[src/rtl/fetch_unit_pkg.sv]
// Shared core constants and types for the instruction fetch front end.
// Holds the reset PC default, FSM state encodings and buffer entry layout.
package fetch_unit_pkg;
   localparam logic [31:0] RESET_PC_DFLT = 32'h0000_0000;
   localparam logic [31:0] WORD_BYTES    = 32'd4;

   typedef enum logic [1:0] {
      ST_BOOT  = 2'd0,
      ST_FETCH = 2'd1,
      ST_DRAIN = 2'd2
   } fetch_state_e;

   typedef struct packed {
      logic [31:0] pc;
      logic [31:0] instr;
   } fetch_entry_t;

   function automatic logic [31:0] word_align(input logic [31:0] a);
      return {a[31:2], 2'b00};
   endfunction
endpackage

[src/rtl/fetch_fifo.sv]
// Parameterised synchronous FIFO with clear; used as the fetch buffer and
// as the in-order PC queue of outstanding requests.
module fetch_fifo #(
   parameter int DEPTH = 2,
   parameter int WIDTH = 64,
   localparam int CW = $clog2(DEPTH + 1),
   localparam int AW = (DEPTH > 1) ? $clog2(DEPTH) : 1
) (
   input  logic             clk,
   input  logic             rst,
   input  logic             push,
   input  logic [WIDTH-1:0] din,
   input  logic             pop,
   input  logic             clear,
   output logic [WIDTH-1:0] dout,
   output logic             full,
   output logic             empty,
   output logic [CW-1:0]    count
);
   logic [WIDTH-1:0] mem [DEPTH];
   logic [AW-1:0]    rd_ptr, wr_ptr;
   logic             do_push, do_pop;

   function automatic logic [AW-1:0] nxt_ptr(input logic [AW-1:0] p);
      return (p == AW'(DEPTH - 1)) ? '0 : p + AW'(1);
   endfunction

   // A push at full is allowed when the head leaves in the same cycle.
   assign do_pop  = pop && !empty;
   assign do_push = push && (!full || do_pop);
   assign full    = (count == CW'(DEPTH));
   assign empty   = (count == '0);
   assign dout    = mem[rd_ptr];

   always_ff @(posedge clk) begin
      if (rst || clear) begin
         rd_ptr <= '0;
         wr_ptr <= '0;
         count  <= '0;
      end else begin
         if (do_push) begin
            mem[wr_ptr] <= din;
            wr_ptr      <= nxt_ptr(wr_ptr);
         end
         if (do_pop)
            rd_ptr <= nxt_ptr(rd_ptr);
         count <= count + CW'(do_push) - CW'(do_pop);
      end
   end
endmodule

[src/rtl/fetch_unit.sv]
// Instruction fetch unit: credit-limited request issue, in-order response
// buffering with PCs, redirect flush and drain of stale in-flight responses.
module fetch_unit
   import fetch_unit_pkg::*;
#(
   parameter logic [31:0] RESET_PC = RESET_PC_DFLT,
   parameter int          DEPTH    = 2
) (
   input  logic        clk,
   input  logic        rst,
   input  logic        stall_F,
   input  logic        redirect_valid,
   input  logic [31:0] redirect_pc,
   output logic        imem_req_valid,
   input  logic        imem_req_ready,
   output logic [31:0] imem_addr,
   input  logic        imem_rsp_valid,
   input  logic [31:0] imem_rsp_data,
   output logic [31:0] PC_F,
   output logic [31:0] imem_data,
   output logic        valid_F
);
   localparam int CW = $clog2(DEPTH + 1);

   fetch_state_e  state, state_nxt;
   logic [31:0]   fetch_pc;
   logic [CW-1:0] out_cnt, discard_cnt, remain_cnt;
   logic [CW-1:0] buf_cnt, pcq_cnt;
   logic [CW:0]   credit_sum;
   logic          buf_full, buf_empty, pcq_full, pcq_empty;
   logic          req_fire, rsp_hit, buf_push, buf_pop;
   logic [31:0]   pcq_head;
   fetch_entry_t  buf_din, buf_head;
   logic          unused_ok;

   // Responses in BOOT or with nothing outstanding are not ours.
   assign rsp_hit    = imem_rsp_valid && !rst && (state != ST_BOOT) && (out_cnt != '0);
   assign remain_cnt = out_cnt - CW'(rsp_hit);
   assign credit_sum = {1'b0, out_cnt} + {1'b0, buf_cnt};

   assign imem_req_valid = !rst && (state == ST_FETCH) && !redirect_valid &&
                           (credit_sum < (CW+1)'(DEPTH));
   assign imem_addr      = fetch_pc;
   assign req_fire       = imem_req_valid && imem_req_ready;

   assign buf_push = rsp_hit && (state == ST_FETCH) && !redirect_valid;
   assign buf_pop  = valid_F && !stall_F;
   assign buf_din  = '{pc: pcq_head, instr: imem_rsp_data};

   assign valid_F   = !rst && !buf_empty;
   assign PC_F      = valid_F ? buf_head.pc    : 32'h0;
   assign imem_data = valid_F ? buf_head.instr : 32'h0;

   // PC of every accepted request, consumed as its response is buffered.
   fetch_fifo #(.DEPTH(DEPTH), .WIDTH(32)) u_pcq (
      .clk   (clk),
      .rst   (rst),
      .push  (req_fire),
      .din   (fetch_pc),
      .pop   (buf_push),
      .clear (redirect_valid),
      .dout  (pcq_head),
      .full  (pcq_full),
      .empty (pcq_empty),
      .count (pcq_cnt)
   );

   fetch_fifo #(.DEPTH(DEPTH), .WIDTH(64)) u_buf (
      .clk   (clk),
      .rst   (rst),
      .push  (buf_push),
      .din   (buf_din),
      .pop   (buf_pop),
      .clear (redirect_valid),
      .dout  (buf_head),
      .full  (buf_full),
      .empty (buf_empty),
      .count (buf_cnt)
   );

   assign unused_ok = &{1'b0, buf_full, pcq_full, pcq_empty, pcq_cnt};

   always_comb begin
      state_nxt = state;
      unique case (state)
         ST_BOOT:  state_nxt = ST_FETCH;
         ST_FETCH: state_nxt = ST_FETCH;
         ST_DRAIN: if (rsp_hit && discard_cnt == CW'(1)) state_nxt = ST_FETCH;
         default:  state_nxt = ST_BOOT;
      endcase
      if (redirect_valid)
         state_nxt = (remain_cnt != '0) ? ST_DRAIN : ST_FETCH;
   end

   always_ff @(posedge clk) begin
      if (rst) begin
         state       <= ST_BOOT;
         fetch_pc    <= word_align(RESET_PC);
         out_cnt     <= '0;
         discard_cnt <= '0;
      end else begin
         state <= state_nxt;
         if (redirect_valid) begin
            // Everything still in flight is stale and must be swallowed.
            fetch_pc    <= word_align(redirect_pc);
            out_cnt     <= remain_cnt;
            discard_cnt <= remain_cnt;
         end else begin
            if (req_fire)
               fetch_pc <= fetch_pc + WORD_BYTES;
            out_cnt <= out_cnt + CW'(req_fire) - CW'(rsp_hit);
            if (state == ST_DRAIN && rsp_hit)
               discard_cnt <= discard_cnt - CW'(1);
         end
      end
   end
endmodule

[config.mk]
export PLATFORM = sky130hd
export DESIGN_NAME = fetch_unit
export DESIGN_NICKNAME = d
export VERILOG_FILES = /design/src/rtl/fetch_unit_pkg.sv /design/src/rtl/fetch_fifo.sv /design/src/rtl/fetch_unit.sv
export SDC_FILE = /design/constraint.sdc
export NUM_CORES = 1
export LEC_CHECK = 0
export ABC_AREA = 1
export CAP_MARGIN = 40
export CORE_MARGIN = 3
export CORE_UTILIZATION = 45
export DETAILED_ROUTE_END_ITERATION = 16
export DONT_BUFFER_PORTS = 1
export GPL_ROUTABILITY_DRIVEN = 0
export SLEW_MARGIN = 20
export SYNTH_ARGS = -nofsm -noshare
export SYNTH_HDL_FRONTEND = slang
export SYNTH_SLANG_ARGS = --single-unit
[constraint.sdc]
create_clock -name clk -period 5.01 [get_ports clk]
set_clock_uncertainty 0.1 [all_clocks]
set_input_delay 0.7515 -clock clk [delete_from_list [all_inputs] [get_ports clk]]
set_output_delay 0.7515 -clock clk [all_outputs]
set_load 0.005 [all_outputs]
==> results by group <==
Finish
  – P&R area growth vs syn: 11.5%
  – Diode count: 0
  – Nets: between 900 and 1k
  – Share of layout cells above drive strength 1: 0.173
  – Fill cells: between 1.5k and 2k

Timing
  – Final number of max-transition violations: 0
  – Peak Freq: ~320 MHz
  – Final worst path period need: 3.15 ns
  – Final setup viols: 0
  – Unrepaired setup endpoints after global routing: false
  – Final period utilization: 0.628
  – Final hold violation count: 0
  – Setup TNS: 0 ns
  – Final WS setup: ~1.9 ns
  – Max-Slew Margin vs Limit: 0.504
  – Worst-margin pin slew: approximately 0.74 ns
  – Minimum hold slack: roughly 0.19 ns

Floorplanning
  – Die Footprint: ~24000 µm²
  – Die Wd: between 150 and 200 µm
  – Cell Rows: between 50 and 60
  – Core Region: around 22000 µm²
  – Die Ht: around 160 µm
  – Starting Density: 0.462
  – Ports: between 150 and 200

Global routing
  – First-pass GRT wire length: approximately 33000 µm
  – GRT Total Usage: 0.167
  – Initial antenna violation count: 0
  – GRT Residual Overflow: 0
  – Vias in the first global route: 6022
  – Largest net degree at the start of global routing: 64

Detailed routing
  – Vias post-DR: 6150
  – Post-Route WL: 20900 µm
  – Initial drt markers: ~410
  – Metal2 WL: ~9500 µm
  – Vias per cell: just over 5
  – TritonRoute pass-1 iters: 4
  – Antenna Nets Post-Route: 0
  – M1 WL: roughly 9300 µm
  – Routed wl met3: between 1500 and 2000 µm
  – Final routed DRC violation total: 0
  – Drt wl/cell: approximately 17 µm
  – Top sig layer: met4

Place
  – IO buf count: 0
  – Dpl hpwl: between 10000 and 15000 µm
  – Place WS: between 1.5 and 2 ns

Pwr
  – Pwr per Cell Area: 364 nW/µm²
  – Leak: about 0.0045 µW
  – Max VDD drop: just over 0.0002 V

Logic synthesis
  – Post-Syn Instances: a little over 900
  – Post-synth top area cell: edfxtp_1
  – Avg Cell Area, Syn: approximately 11 µm²
  – Seq/Total Area, Yosys: 0.635
  – Synth top area share: 0.544
  – Synth top area cells: edfxtp_1, mux2_2, dfxtp_1
  – Flops & latches, synth: 230
  – Synth warn: 0
  – Synth cell types: 43
  – Mapped Area: 10100 µm²

Clock network
  – CTS H-tree depth: 1
  – Total clock sinks: 230
  – Total CTS buffers: 26
  – Clock Path Buffers: 3
  – Post-CTS sizing: 0
  – Clock transition at path regs: roughly 0.060 ns
  – TritonCTS clock tree: built
  – Root buf cell: clkbuf_16
  – Clk_lat worst skew: approximately 0.53 ns
  – Hold-fix buffers at CTS: 0
  – Post-CTS Setup Bufs: 0

Run
  – Max-Cap Viols: 0

Worst setup path
  – R2r endpoint: u_pcq.mem[0][16]
  – Critical path's largest stage delay: ~0.54 ns
  – R2R cell count: 9
  – Buffer and inverter count on the worst path: 3
  – Arrival time at the worst endpoint: between 3 and 4 ns
  – Crit-path slowest cell: nand4_1
  – CP most frequent cell: inv_1
  – WS Path Type: reg2reg
  – Worst setup SP type: register
  – Worst-path maximum fanout: 30
  – Levels on crit path: 9
  – CP Cell Sequence: nand2_1 -> inv_1 -> fa_1 -> nor2_1 -> nand4_1 -> a21oi_4 -> inv_1 -> nor3_4 -> buf_4
  – WP data required: 5.07 ns
  – Reg2reg start: out_cnt[0]
  – Reg2reg setup slack: roughly 1.9 ns
  – Top delay family on crit path: simple AND/OR/NAND/NOR gates
  – Crit path capture type: register

Hold path
  – Hold Path End: imem_addr[18]
  – HP Class: in2reg
  – Hold Startpoint: rst
  – Hold path cells: 1

Status
  – Status: completed
==> cells in the mapped netlist (all sizes together) <==
cell type	number
xor2	9
nor2	71
dfxtp	46
conb	1
mux2	92
and2	1
o211ai	3
buf	20
edfxtp	184
clkinv	2
o221ai	1
ha	7
o22ai	1
and3	2
fa	1
nand3b	1
xnor2	4
inv	130
clkbuf	13
o21ai	25
nor3b	1
a21oi	32
nand3	38
or2	3
a31oi	6
nand4	2
nor3	3
nand2	209
==> registers in the layout, summed over array words and instances, names as in the netlist, named ones only <==
signal and flops:
imem_addr 30, u_pcq.count 2, u_pcq.wr_ptr 1, u_buf.rd_ptr 1, u_pcq.rd_ptr 1, u_buf.mem 124
u_buf.count 2, state 2, u_buf.wr_ptr 1, discard_cnt 2, u_pcq.mem 60, out_cnt 2
==> worst reg2reg max path, cell delays in order, from the launching register on <==
cell and delay, ns:
dfxtp_1 0.38, nand2_1 0.07, inv_1 0.07, fa_1 0.41, nor2_1 0.15, nand4_1 0.54
a21oi_4 0.39, inv_1 0.14, nor3_4 0.11, buf_4 0.42
==> per-stage QoR <==
stage           util  cell area (µm²)  cells  power (µW)
2_1_floorplan      -            10200    911        2210
3_3_place_gp   0.474            10400   1165        2230
3_5_place_dp   0.475            10400   1166        2230
4_1_cts        0.515            11300   1213        4170
5_1_grt        0.515            11300   1213        4260
6_report       0.515            11300   1213        4120
==> where the power goes <==
| part | total, µW | internal [µW] | switching (µW) |
|---|---|---|---|
| Clock | 1920 | 1180 | 742 |
| Combinational | 78.4 | 28.9 | 49.5 |
| Sequential | 2110 | 2070 | 39.1 |
| Total | 4120 | 3290 | 830 |
==> layer usage <==
layer  vias to the layer above  track usage
met4                         0       0.0383
met5                         -            0
li1                       3030            -
met3                        28       0.0483
met1                      2901        0.226
met2                       191        0.268
==> how the worst max path moves through the flow <==
stage,startpoint,slack [ns],to
floorplan,rst,0.44,u_buf.mem[0][0]
finish,out_cnt[0],1.86,u_pcq.mem[0][16]
global placement,rst,1.74,u_pcq.mem[0][29]
CTS,out_cnt[0],1.85,u_pcq.mem[0][9]
global route,out_cnt[0],1.65,u_pcq.mem[0][16]
detailed placement,rst,1.66,u_pcq.mem[0][28]
==> placed cells by master (no fill, tap or decap), types with 9 or more instances in the layout <==
master,instances
nor2_1,59
edfxtp_1,184
o21ai_0,24
inv_1,128
nand2_1,206
a21oi_1,31
nand3_1,38
mux2_2,92
xor2_1,9
dfxtp_1,45
clkbuf_16,26
==> cells by family (layout without fill, tap and decap cells) <==
kind of cell / Yosys count / count (layout) / share of synthesized area
XOR/XNOR: 13 / 13 / 0.0112
multiplexers: 92 / 92 / 0.102
flip-flops: 230 / 230 / 0.635
AND/OR/NAND/NOR: 331 / 331 / 0.137
adder cells (fa/ha/maj): 8 / 8 / 0.0106
buffers and inverters: 165 / 187 / 0.0672
other: 1 / 4 / 0.000370
AO/OA/AOI/OAI: 68 / 68 / 0.0366
==> layout make-up <==
cell class | count | area [µm²] | area share
repair buffers | 8 | 80.1 | 0.00708
well taps | 280 | 350 | 0.0310
inverters | 132 | 498 | 0.0440
flip-flops and latches | 230 | 6450 | 0.570
multi-input cells | 516 | 3050 | 0.270
clock buffers | 34 | 691 | 0.0611
clock inverters | 13 | 193 | 0.0170
Note: power is estimated with default switching activity, not from simulation.
